**src/rtl/mac_top_wrap.sv**
```systemverilog
// Register-programmed MAC engine: a/b/c read streams on TCDM ports 0-2, d written on port 3.
// Peripheral reply one cycle after accept; TCDM requests are held until granted, one read in flight per port.
module mac_top_wrap #(
    parameter int N_CORES = 2,
    parameter int MP      = 4,
    parameter int ID      = 10
) (
    input  logic                      clk_i,
    input  logic                      rst_ni,
    input  logic                      test_mode_i,
    output logic [MP-1:0]             tcdm_req,
    input  logic [MP-1:0]             tcdm_gnt,
    output logic [MP-1:0][31:0]       tcdm_add,
    output logic [MP-1:0]             tcdm_wen,
    output logic [MP-1:0][3:0]        tcdm_be,
    output logic [MP-1:0][31:0]       tcdm_data,
    input  logic [MP-1:0][31:0]       tcdm_r_data,
    input  logic [MP-1:0]             tcdm_r_valid,
    input  logic                      periph_req,
    output logic                      periph_gnt,
    input  logic [31:0]               periph_add,
    input  logic                      periph_wen,
    input  logic [3:0]                periph_be,
    input  logic [31:0]               periph_data,
    input  logic [ID-1:0]             periph_id,
    output logic [31:0]               periph_r_data,
    output logic                      periph_r_valid,
    output logic [ID-1:0]             periph_r_id,
    output logic [N_CORES-1:0][1:0]   evt_o
);
    typedef enum logic [2:0] {S_IDLE, S_START, S_COMPUTE, S_STORE, S_DONE} state_e;

    state_e             state_q, state_d;
    logic [31:0]        a_addr_q, a_addr_d, b_addr_q, b_addr_d, c_addr_q, c_addr_d, d_addr_q, d_addr_d;
    logic [15:0]        nb_iter_q, nb_iter_d, len_q, len_d;
    logic [4:0]         shift_q, shift_d;
    logic               simple_q, simple_d;
    logic [3:0]         req_q, req_d;
    logic [2:0]         pend_q, pend_d;
    logic [3:0][31:0]   add_q, add_d;
    logic [2:0][31:0]   dat_q, dat_d;
    logic [31:0]        wdat_q, wdat_d;
    logic               fetch_q, fetch_d;
    logic signed [63:0] acc_q, acc_d;
    logic [31:0]        elem_q, elem_d;
    logic [15:0]        j_q, j_d, iter_q, iter_d;
    logic               r_valid_q, r_valid_d;
    logic [31:0]        r_data_q, r_data_d;
    logic [ID-1:0]      r_id_q, r_id_d;

    logic               accept, busy, launch, go_store;
    logic [7:0]         off;
    logic [31:0]        wmask, wdat_m, rd_val, store_idx;
    logic [63:0]        a_ext, b_ext;
    logic signed [63:0] prod, acc_sum, shifted;
    logic               unused_sink;

    assign unused_sink = ^{test_mode_i, periph_add[31:8], tcdm_r_data[3], tcdm_r_valid[3]};

    assign periph_gnt = ~rst_ni;
    assign accept     = periph_req & periph_gnt;
    assign busy       = (state_q != S_IDLE);
    assign off        = periph_add[7:0];
    assign wmask      = {{8{periph_be[3]}}, {8{periph_be[2]}}, {8{periph_be[1]}}, {8{periph_be[0]}}};
    assign wdat_m     = periph_data & wmask;

    // Sign-extend before multiplying so the low 64 bits are the exact signed product.
    assign a_ext      = {{32{dat_q[0][31]}}, dat_q[0]};
    assign b_ext      = {{32{dat_q[1][31]}}, dat_q[1]};
    assign prod       = $signed(a_ext) * $signed(b_ext);
    assign acc_sum    = acc_q + prod;
    assign shifted    = (simple_q ? prod : acc_sum) >>> shift_q;
    assign store_idx  = simple_q ? elem_q : {16'b0, iter_q};

    always_comb begin
        rd_val = 32'h0;
        case (off)
            8'h04:   rd_val = busy ? 32'hFFFF_FFFF : 32'h0;
            8'h0C:   rd_val = {31'b0, busy};
            8'h40:   rd_val = a_addr_q;
            8'h44:   rd_val = b_addr_q;
            8'h48:   rd_val = c_addr_q;
            8'h4C:   rd_val = d_addr_q;
            8'h50:   rd_val = {16'b0, nb_iter_q};
            8'h54:   rd_val = {16'b0, len_q};
            8'h58:   rd_val = {27'b0, shift_q};
            8'h5C:   rd_val = {31'b0, simple_q};
            default: rd_val = 32'h0;
        endcase
    end

    always_comb begin
        state_d   = state_q;
        a_addr_d  = a_addr_q;
        b_addr_d  = b_addr_q;
        c_addr_d  = c_addr_q;
        d_addr_d  = d_addr_q;
        nb_iter_d = nb_iter_q;
        len_d     = len_q;
        shift_d   = shift_q;
        simple_d  = simple_q;
        req_d     = req_q;
        pend_d    = pend_q;
        add_d     = add_q;
        dat_d     = dat_q;
        wdat_d    = wdat_q;
        fetch_d   = fetch_q;
        acc_d     = acc_q;
        elem_d    = elem_q;
        j_d       = j_q;
        iter_d    = iter_q;
        launch    = 1'b0;
        go_store  = 1'b0;
        r_valid_d = accept;
        r_id_d    = accept ? periph_id : '0;
        r_data_d  = (accept && periph_wen) ? rd_val : 32'h0;

        if (accept && !periph_wen && !busy) begin
            case (off)
                8'h00:   state_d   = (len_q != 16'h0 && nb_iter_q != 16'h0) ? S_START : S_DONE;
                8'h40:   a_addr_d  = (a_addr_q & ~wmask) | wdat_m;
                8'h44:   b_addr_d  = (b_addr_q & ~wmask) | wdat_m;
                8'h48:   c_addr_d  = (c_addr_q & ~wmask) | wdat_m;
                8'h4C:   d_addr_d  = (d_addr_q & ~wmask) | wdat_m;
                8'h50:   nb_iter_d = (nb_iter_q & ~wmask[15:0]) | wdat_m[15:0];
                8'h54:   len_d     = (len_q & ~wmask[15:0]) | wdat_m[15:0];
                8'h58:   shift_d   = (shift_q & ~wmask[4:0]) | wdat_m[4:0];
                8'h5C:   simple_d  = (simple_q & ~wmask[0]) | wdat_m[0];
                default: ;
            endcase
        end

        // Read ports: grant moves the request to pending; data is captured only while pending.
        for (int p = 0; p < 3; p++) begin
            if (req_q[p] && tcdm_gnt[p]) begin
                req_d[p]  = 1'b0;
                pend_d[p] = 1'b1;
            end
            if (pend_q[p] && tcdm_r_valid[p]) begin
                pend_d[p] = 1'b0;
                dat_d[p]  = tcdm_r_data[p];
            end
        end

        case (state_q)
            S_START: begin
                acc_d   = '0;
                elem_d  = 32'h0;
                j_d     = 16'h0;
                iter_d  = 16'h0;
                launch  = 1'b1;
                state_d = S_COMPUTE;
            end
            S_COMPUTE: begin
                if (fetch_q && req_q[2:0] == 3'b000 && pend_q == 3'b000) begin
                    fetch_d = 1'b0;
                    if (simple_q) begin
                        wdat_d   = shifted[31:0];
                        go_store = 1'b1;
                    end else begin
                        acc_d  = acc_sum;
                        elem_d = elem_q + 32'd1;
                        if (j_q + 16'd1 == len_q) begin
                            wdat_d   = dat_q[2] + shifted[31:0];
                            go_store = 1'b1;
                        end else begin
                            j_d    = j_q + 16'd1;
                            launch = 1'b1;
                        end
                    end
                end
            end
            S_STORE: begin
                if (tcdm_gnt[3]) begin
                    req_d[3] = 1'b0;
                    if (simple_q) begin
                        if (elem_q + 32'd1 == {16'b0, len_q}) begin
                            state_d = S_DONE;
                        end else begin
                            elem_d  = elem_q + 32'd1;
                            launch  = 1'b1;
                            state_d = S_COMPUTE;
                        end
                    end else begin
                        if (iter_q + 16'd1 == nb_iter_q) begin
                            state_d = S_DONE;
                        end else begin
                            iter_d  = iter_q + 16'd1;
                            j_d     = 16'h0;
                            acc_d   = '0;
                            launch  = 1'b1;
                            state_d = S_COMPUTE;
                        end
                    end
                end
            end
            S_DONE:  state_d = S_IDLE;
            default: ;
        endcase

        if (go_store) begin
            state_d  = S_STORE;
            req_d[3] = 1'b1;
            add_d[3] = d_addr_q + {store_idx[29:0], 2'b00};
        end

        // c is fetched once per iteration, alongside its first a/b pair.
        if (launch) begin
            req_d[0] = 1'b1;
            req_d[1] = 1'b1;
            req_d[2] = !simple_q && (j_d == 16'h0);
            add_d[0] = a_addr_q + {elem_d[29:0], 2'b00};
            add_d[1] = b_addr_q + {elem_d[29:0], 2'b00};
            add_d[2] = c_addr_q + {14'b0, iter_d, 2'b00};
            fetch_d  = 1'b1;
        end

        if (accept && !periph_wen && off == 8'h14) begin
            state_d   = S_IDLE;
            a_addr_d  = 32'h0;
            b_addr_d  = 32'h0;
            c_addr_d  = 32'h0;
            d_addr_d  = 32'h0;
            nb_iter_d = 16'h0;
            len_d     = 16'h0;
            shift_d   = 5'h0;
            simple_d  = 1'b0;
            req_d     = '0;
            pend_d    = '0;
            add_d     = '0;
            dat_d     = '0;
            wdat_d    = 32'h0;
            fetch_d   = 1'b0;
            acc_d     = '0;
            elem_d    = 32'h0;
            j_d       = 16'h0;
            iter_d    = 16'h0;
        end
    end

    always_ff @(posedge clk_i) begin
        if (rst_ni) begin
            state_q   <= S_IDLE;
            a_addr_q  <= 32'h0;
            b_addr_q  <= 32'h0;
            c_addr_q  <= 32'h0;
            d_addr_q  <= 32'h0;
            nb_iter_q <= 16'h0;
            len_q     <= 16'h0;
            shift_q   <= 5'h0;
            simple_q  <= 1'b0;
            req_q     <= '0;
            pend_q    <= '0;
            add_q     <= '0;
            dat_q     <= '0;
            wdat_q    <= 32'h0;
            fetch_q   <= 1'b0;
            acc_q     <= '0;
            elem_q    <= 32'h0;
            j_q       <= 16'h0;
            iter_q    <= 16'h0;
            r_valid_q <= 1'b0;
            r_data_q  <= 32'h0;
            r_id_q    <= '0;
        end else begin
            state_q   <= state_d;
            a_addr_q  <= a_addr_d;
            b_addr_q  <= b_addr_d;
            c_addr_q  <= c_addr_d;
            d_addr_q  <= d_addr_d;
            nb_iter_q <= nb_iter_d;
            len_q     <= len_d;
            shift_q   <= shift_d;
            simple_q  <= simple_d;
            req_q     <= req_d;
            pend_q    <= pend_d;
            add_q     <= add_d;
            dat_q     <= dat_d;
            wdat_q    <= wdat_d;
            fetch_q   <= fetch_d;
            acc_q     <= acc_d;
            elem_q    <= elem_d;
            j_q       <= j_d;
            iter_q    <= iter_d;
            r_valid_q <= r_valid_d;
            r_data_q  <= r_data_d;
            r_id_q    <= r_id_d;
        end
    end

    assign periph_r_valid = r_valid_q;
    assign periph_r_data  = r_data_q;
    assign periph_r_id    = r_id_q;
    assign tcdm_req       = req_q;
    assign tcdm_wen       = {~req_q[3], 3'b111};

    always_comb begin
        for (int p = 0; p < 4; p++) begin
            tcdm_add[p]  = add_q[p];
            tcdm_be[p]   = req_q[p] ? 4'hF : 4'h0;
            tcdm_data[p] = (p == 3) ? wdat_q : 32'h0;
        end
        for (int k = 0; k < N_CORES; k++) begin
            evt_o[k] = {1'b0, state_q == S_DONE};
        end
    end
endmodule

```
**config.mk**
```make
export PLATFORM = sky130hd
export DESIGN_NAME = mac_top_wrap
export DESIGN_NICKNAME = d
export VERILOG_FILES = /design/src/rtl/mac_top_wrap.sv
export SDC_FILE = /design/constraint.sdc
export NUM_CORES = 2
export LEC_CHECK = 0
export BUFFER_PORTS_ARGS = -buffer_cell sky130_fd_sc_hd__buf_2
export CORE_MARGIN = 2
export CORE_UTILIZATION = 43
export CTS_CLUSTER_DIAMETER = 50
export DETAILED_ROUTE_END_ITERATION = 12
export PLACE_DENSITY = 0.67
export SYNTH_ARGS = -nofsm -noshare
export SYNTH_HDL_FRONTEND = slang
export SYNTH_SLANG_ARGS = --single-unit
```
**constraint.sdc**
```tcl
create_clock -name clk_i -period 35.4 [get_ports clk_i]
set_input_delay 1.77 -clock clk_i [delete_from_list [all_inputs] [get_ports clk_i]]
set_output_delay 1.77 -clock clk_i [all_outputs]
set_load 0.005 [all_outputs]
```
Word level (Yosys, flattened, before mapping)
Cells that the tools add are included.
{"block": "totals", "inputBits": 219, "ff_bits": 604, "elab_cells": 213}
{"block": "op_classes", "n_eq_ne": 25, "multipliers": 1, "reduce_logical": 53, "add_sub_neg": 9, "mux": 64, "shift": 1, "bitwise": 26}
{"op": "64-bit two-way mux", "count": 6}
{"op": "32-bit case mux with 10 select lines", "count": 1}
{"op": "32-bit two-way mux", "count": 8}
{"op": "64-bit case mux with 3 select lines", "count": 1}
{"op": "32-bit bitwise AND", "count": 5}
{"op": "16-bit two-way mux", "count": 9}
{"op": "32-bit adder", "count": 4}
{"op": "32-bit bitwise OR", "count": 4}
{"op": "32-bit case mux with 3 select lines", "count": 1}
{"op": "64-bit adder", "count": 1}
{"op": "8-bit by 7-bit equality test with 1-bit output (second input constant)", "count": 8}
{"op": "32-bit by 32-bit multiplier with 64-bit output", "count": 1}
{"op": "64-bit by 5-bit >>> shifter with 32-bit output", "count": 1}
{"op": "16-bit case mux with 3 select lines", "count": 1}
{"op": "16-bit by 1-bit adder with 16-bit output (second input constant)", "count": 2}
{"op": "32-bit by 1-bit adder with 32-bit output (second input constant)", "count": 1}
{"op": "32-bit by 18-bit adder with 32-bit output", "count": 1}
{"op": "16-bit bitwise AND", "count": 2}
{"op": "16-bit equality test", "count": 2}
{"op": "32-bit by 16-bit equality test with 1-bit output", "count": 1}
{"op": "32-bit NOT", "count": 1}
{"op": "16-bit bitwise OR", "count": 2}
{"op": "16-bit case mux with 2 select lines", "count": 1}
{"op": "16-bit nonzero test", "count": 2}
{"op": "other kinds (33)", "count": 113}

Logic depth before layout (Yosys ltp)
{"block": "logic_depth", "ltp_word": 9, "ltp_mapped": 56, "depth_no_buf": 53}

Least setup slack after synthesis
Ideal clock, no wire load.
{"block": "synth_timing", "path_type": "register to register", "from": "register dat_q (netlist bit b_ext[3])", "to": "register wdat_q[31]", "t_arrival_ps": 12166, "n_path_buf": 2, "synth_period_minus_slack_ps": 12298, "setup_slack_ps": 23102, "path_stages_with_launch": 51, "path_cell_list": "dfxtp_1 > clkbuf_1 > and2_1 > fa_1 > fa_1 > inv_1 > fa_1 > fa_1 > inv_1 > fa_1 > inv_1 > fa_1 > inv_1 > fa_1 > fa_1 > ha_1 > and4_1 > and3_1 > (+15 left out) > nand2_1 > o21ai_1 > a21oi_1 > ha_1 > a21o_1 > a21o_1 > a2111oi_0 > o31ai_1 > o21ai_0 > a21oi_1 > o21a_1 > nor2_1 > a21oi_1 > a211oi_1 > a21oi_1 > mux2i_1 > xor2_1 > a21oi_1"}
{"block": "synth_via", "elab_chain_cells": 7}
{"element": "start: declaration", "line_no": "41", "rtl": "logic [2:0][31:0] dat_q, dat_d;"}
{"element": "start signal: assignment", "line_no": "278", "rtl": "dat_q <= dat_d;"}
{"element": "32-bit by 32-bit multiplier with 64-bit output *", "line_no": "70", "rtl": "assign prod = $signed(a_ext) * $signed(b_ext);"}
{"element": "64-bit adder", "line_no": "71", "rtl": "assign acc_sum = acc_q + prod;"}
{"element": "64-bit two-way mux *", "line_no": "72", "rtl": "assign shifted = (simple_q ? prod : acc_sum) >>> shift_q;"}
{"element": "64-bit by 5-bit >>> shifter with 32-bit output *", "line_no": "72"}
{"element": "32-bit adder", "line_no": "164", "rtl": "wdat_d = dat_q[2] + shifted[31:0];"}
{"element": "32-bit two-way mux", "line_no": "163", "rtl": "if (j_q + 16'd1 == len_q) begin"}
{"element": "32-bit two-way mux *", "line_no": "157", "rtl": "if (simple_q) begin"}
{"element": "end signal: assignment", "line_no": "279", "rtl": "wdat_q <= wdat_d;"}
{"element": "end: declaration", "line_no": "42", "rtl": "logic [31:0] wdat_q, wdat_d;"}
Mark *: on every way between the ends. The rest lies on a longest branch, timed or not. The select of a mux whose other input is x is not followed.
A chain may end at the register's enable or synchronous reset.

Final worst setup path
{"block": "layout_timing", "from": "register dat_q (netlist bit b_ext[6])", "to": "register wdat_q[30]"}
Same word-level chain as after synthesis.

==> results.toml <==
[run_status]
status = "finished, final reports clean"

[power]
power_density_nw_per_um2 = 20.1
p_leak_nw = 37.4
ir_drop_uv = 31.3

[clocking]
root_buffer = "clkbuf_16"
numCtsBuffers = 91
clockBufferDepth = 3
insertion_delay_ns = 0.77
cts_tree = "done"
cts_resized = 0
post-cts-setup-buffers = 0
hold_buffers = 0
cts-htree-levels = 3
cts_sinks = 603
clk_pin_slew_ns = 0.06

[final_layout]
utilization_pct = 46.8
syn2layout_area_growth_pct = 8.56
layout-drive-gt1-share_pct = 9.26
regArea_um2 = 12100
nFillCells = 17300
fin_nets = 10900
final_cell_area_um2 = 84400
multi_input_area_um2 = 59100

[sta]
rsz0062_at_grt = "false"
fin_skew_ns = 0.0779
finalSetupTns_ns = 0
finalMaxSlewViolations = 0
timing.hold.ws_ns = 0.451
hold_violations = 0
fmax_mhz = 64.0
setup_viol = 0
layout_min_cycle_time_ns = 15.62
worst_pin_slew_ns = 1.35
timing.final.crit_share_pct = 44.1
max-slew-margin-rel_pct = 9.95
worst_slack_ns = 19.78

[floorplanning]
io_pins = 547
rows = 156
die_area_um2 = 184000
die_w_um = 429
initial_core_util_pct = 43.1
core_um2 = 180000
die_h_um = 429

[min_path]
min_to = "tcdm_add[73]"
hold_class = "reg2reg"
holdCritStartpoint = "tcdm_add[73]"
hold_depth = 2

[worst_setup_path]
cpMostUsedCell = "fa_1"
start_kind = "flip-flop"
cp_max_fo = 33
r2r-end = "wdat_q[30]"
cp.depth = 45
cp_data_arrival_time_ns = 16.20
criticalPathCategory = "reg2reg"
max_stage_delay_ns = 1.12
reg2reg_depth = 45
critPathTopFamily = "compound AO/OA/AOI/OAI gates"
crit_buf_inv = 2
worst-endpoint-required_ns = 35.98
cp-end-kind = "flip-flop"
r2r_setup_slack_ns = 19.78
r2r_start = "b_ext[6]"
critPathSlowestCell = "dfxtp_1"

[placed_design]
pre_cts_ws_ns = 19.99
postPlaceCellArea_um2 = 81100
io_buffers = 387
post-dp-hpwl_mm = 196
finalWeightedCongestion = 0.953

[synth]
yosys.area.top_type = "fa_1"
yosysTopAreaCellShare_pct = 27.8
seq_area_frac_synth_pct = 15.5
synth_top_flop_cell = "dfxtp_1"
synth_cell_types = 100
avgSynthCellArea_um2 = 8.43
synth_seq_cells = 603
syn_area_um2 = 77700
synth_most_common_cell = "nand2_1"
synth_common_cells = "nand2_1 (1168), fa_1 (1079), inv_1 (1065), and2_1 (622), nor2_1 (612)"
synth_area_leaders = "fa_1 (28%), dfxtp_1 (16%), ha_1 (6.2%)"
yosysWarnings = 0
syn-instance-count = 9215
synth-edff-count = 0
synth_async_sr_flop_share_pct = 0

[route]
first_iter_violations = 5856
drc_errors = 0
wire_per_inst_um = 21.1
drt-total-wl_mm = 247
firstDrtPassIters = 6
avgViaCountPerCell = 5.70
ant_nets = 0
via_count = 66600

[global_routing]
overflow = 0
grt_pass1_vias = 66700
grt_pass1_wl_mm = 389
grt_max_degree = 167
use_met3_pct = 4.05
use_met2_pct = 42.5
grt_use_met1_pct = 36.9
track_usage_pct = 26.7
grt-busiest-layer = "met2"
antenna_found_initial = 8

[job]
cap_violations = 0
-- layout make-up --
type / instances / share of cell area [%]
clock inverters: 59 / 1.04
repair buffers: 509 / 3.40
clock buffers: 109 / 2.89
flip-flops and latches: 603 / 14.3
multi-input cells: 6976 / 70.1
diodes: 2 / 0.00593
well taps: 2370 / 3.51
inverters: 1067 / 4.75
-- report_power, final --
| part | total [W] | internal [W] | switching [W] |
|---|---|---|---|
| sequential | 0.000679 | 0.000679 | 0.000000153 |
| clock | 0.000980 | 0.000586 | 0.000394 |
| combinational | 0.0000350 | 0.00000910 | 0.0000258 |
-- worst max path at each step --
stage | endpoint | start | slack, ns
floorplan | wdat_q[31] | b_ext[3] | 23.10
global placement | wdat_q[30] | b_ext[6] | 20.10
CTS | wdat_q[30] | b_ext[6] | 19.97
global route | wdat_q[30] | b_ext[6] | 18.95
detailed placement | wdat_q[30] | b_ext[6] | 19.99
finish | wdat_q[30] | b_ext[6] | 19.78
-- stage by stage --
step,power [W],cells
2_1_floorplan,0.000716,9314
4_1_cts,0.00171,11700
3_3_place_gp,0.000729,11500
3_5_place_dp,0.000729,11500
6_report,0.00169,11700
5_1_grt,0.00174,11700
-- layer usage --
layer  share of wire, %  routed length [um]  vias up
li1                   -                   -    30100
met5                  0                   0        -
met1                 43              106000    33400
met4                3.9                9590        0
met2                 46              112000     2611
met3                7.5               18600      467
-- placed cells by master, fill, tap and decap left out, types with 98 or more instances in the layout --
cell type,instances
xnor2_1,210
o21ai_0,255
a21oi_1,579
xor2_1,107
fa_1,1079
dfxtp_1,593
nor2_1,608
nand3_1,131
and2_1,620
conb_1,101
a21o_1,98
nor3_1,168
inv_1,1061
mux2i_1,239
ha_1,387
nand2_1,1167
buf_2,387
buf_4,121
-- logic make-up after synthesis --
group / after synthesis / share of synthesized area (%)
AND/OR/NAND/NOR: 3101 / 18.9
buffers and inverters: 1735 / 9.02
AO/OA/AOI/OAI: 1657 / 13.8
adder cells (fa/ha/maj): 1466 / 34.0
flip-flops: 603 / 15.5
multiplexers: 333 / 5.12
XOR/XNOR: 318 / 3.60
other: 2 / 0.00966
-- tightest hold or removal path, stage by stage (launching register included) --
cell	delay, ns
dfxtp_1	0.31
nand2_1	0.05
a21oi_1	0.05
Power figures use the tool's default switching activity.
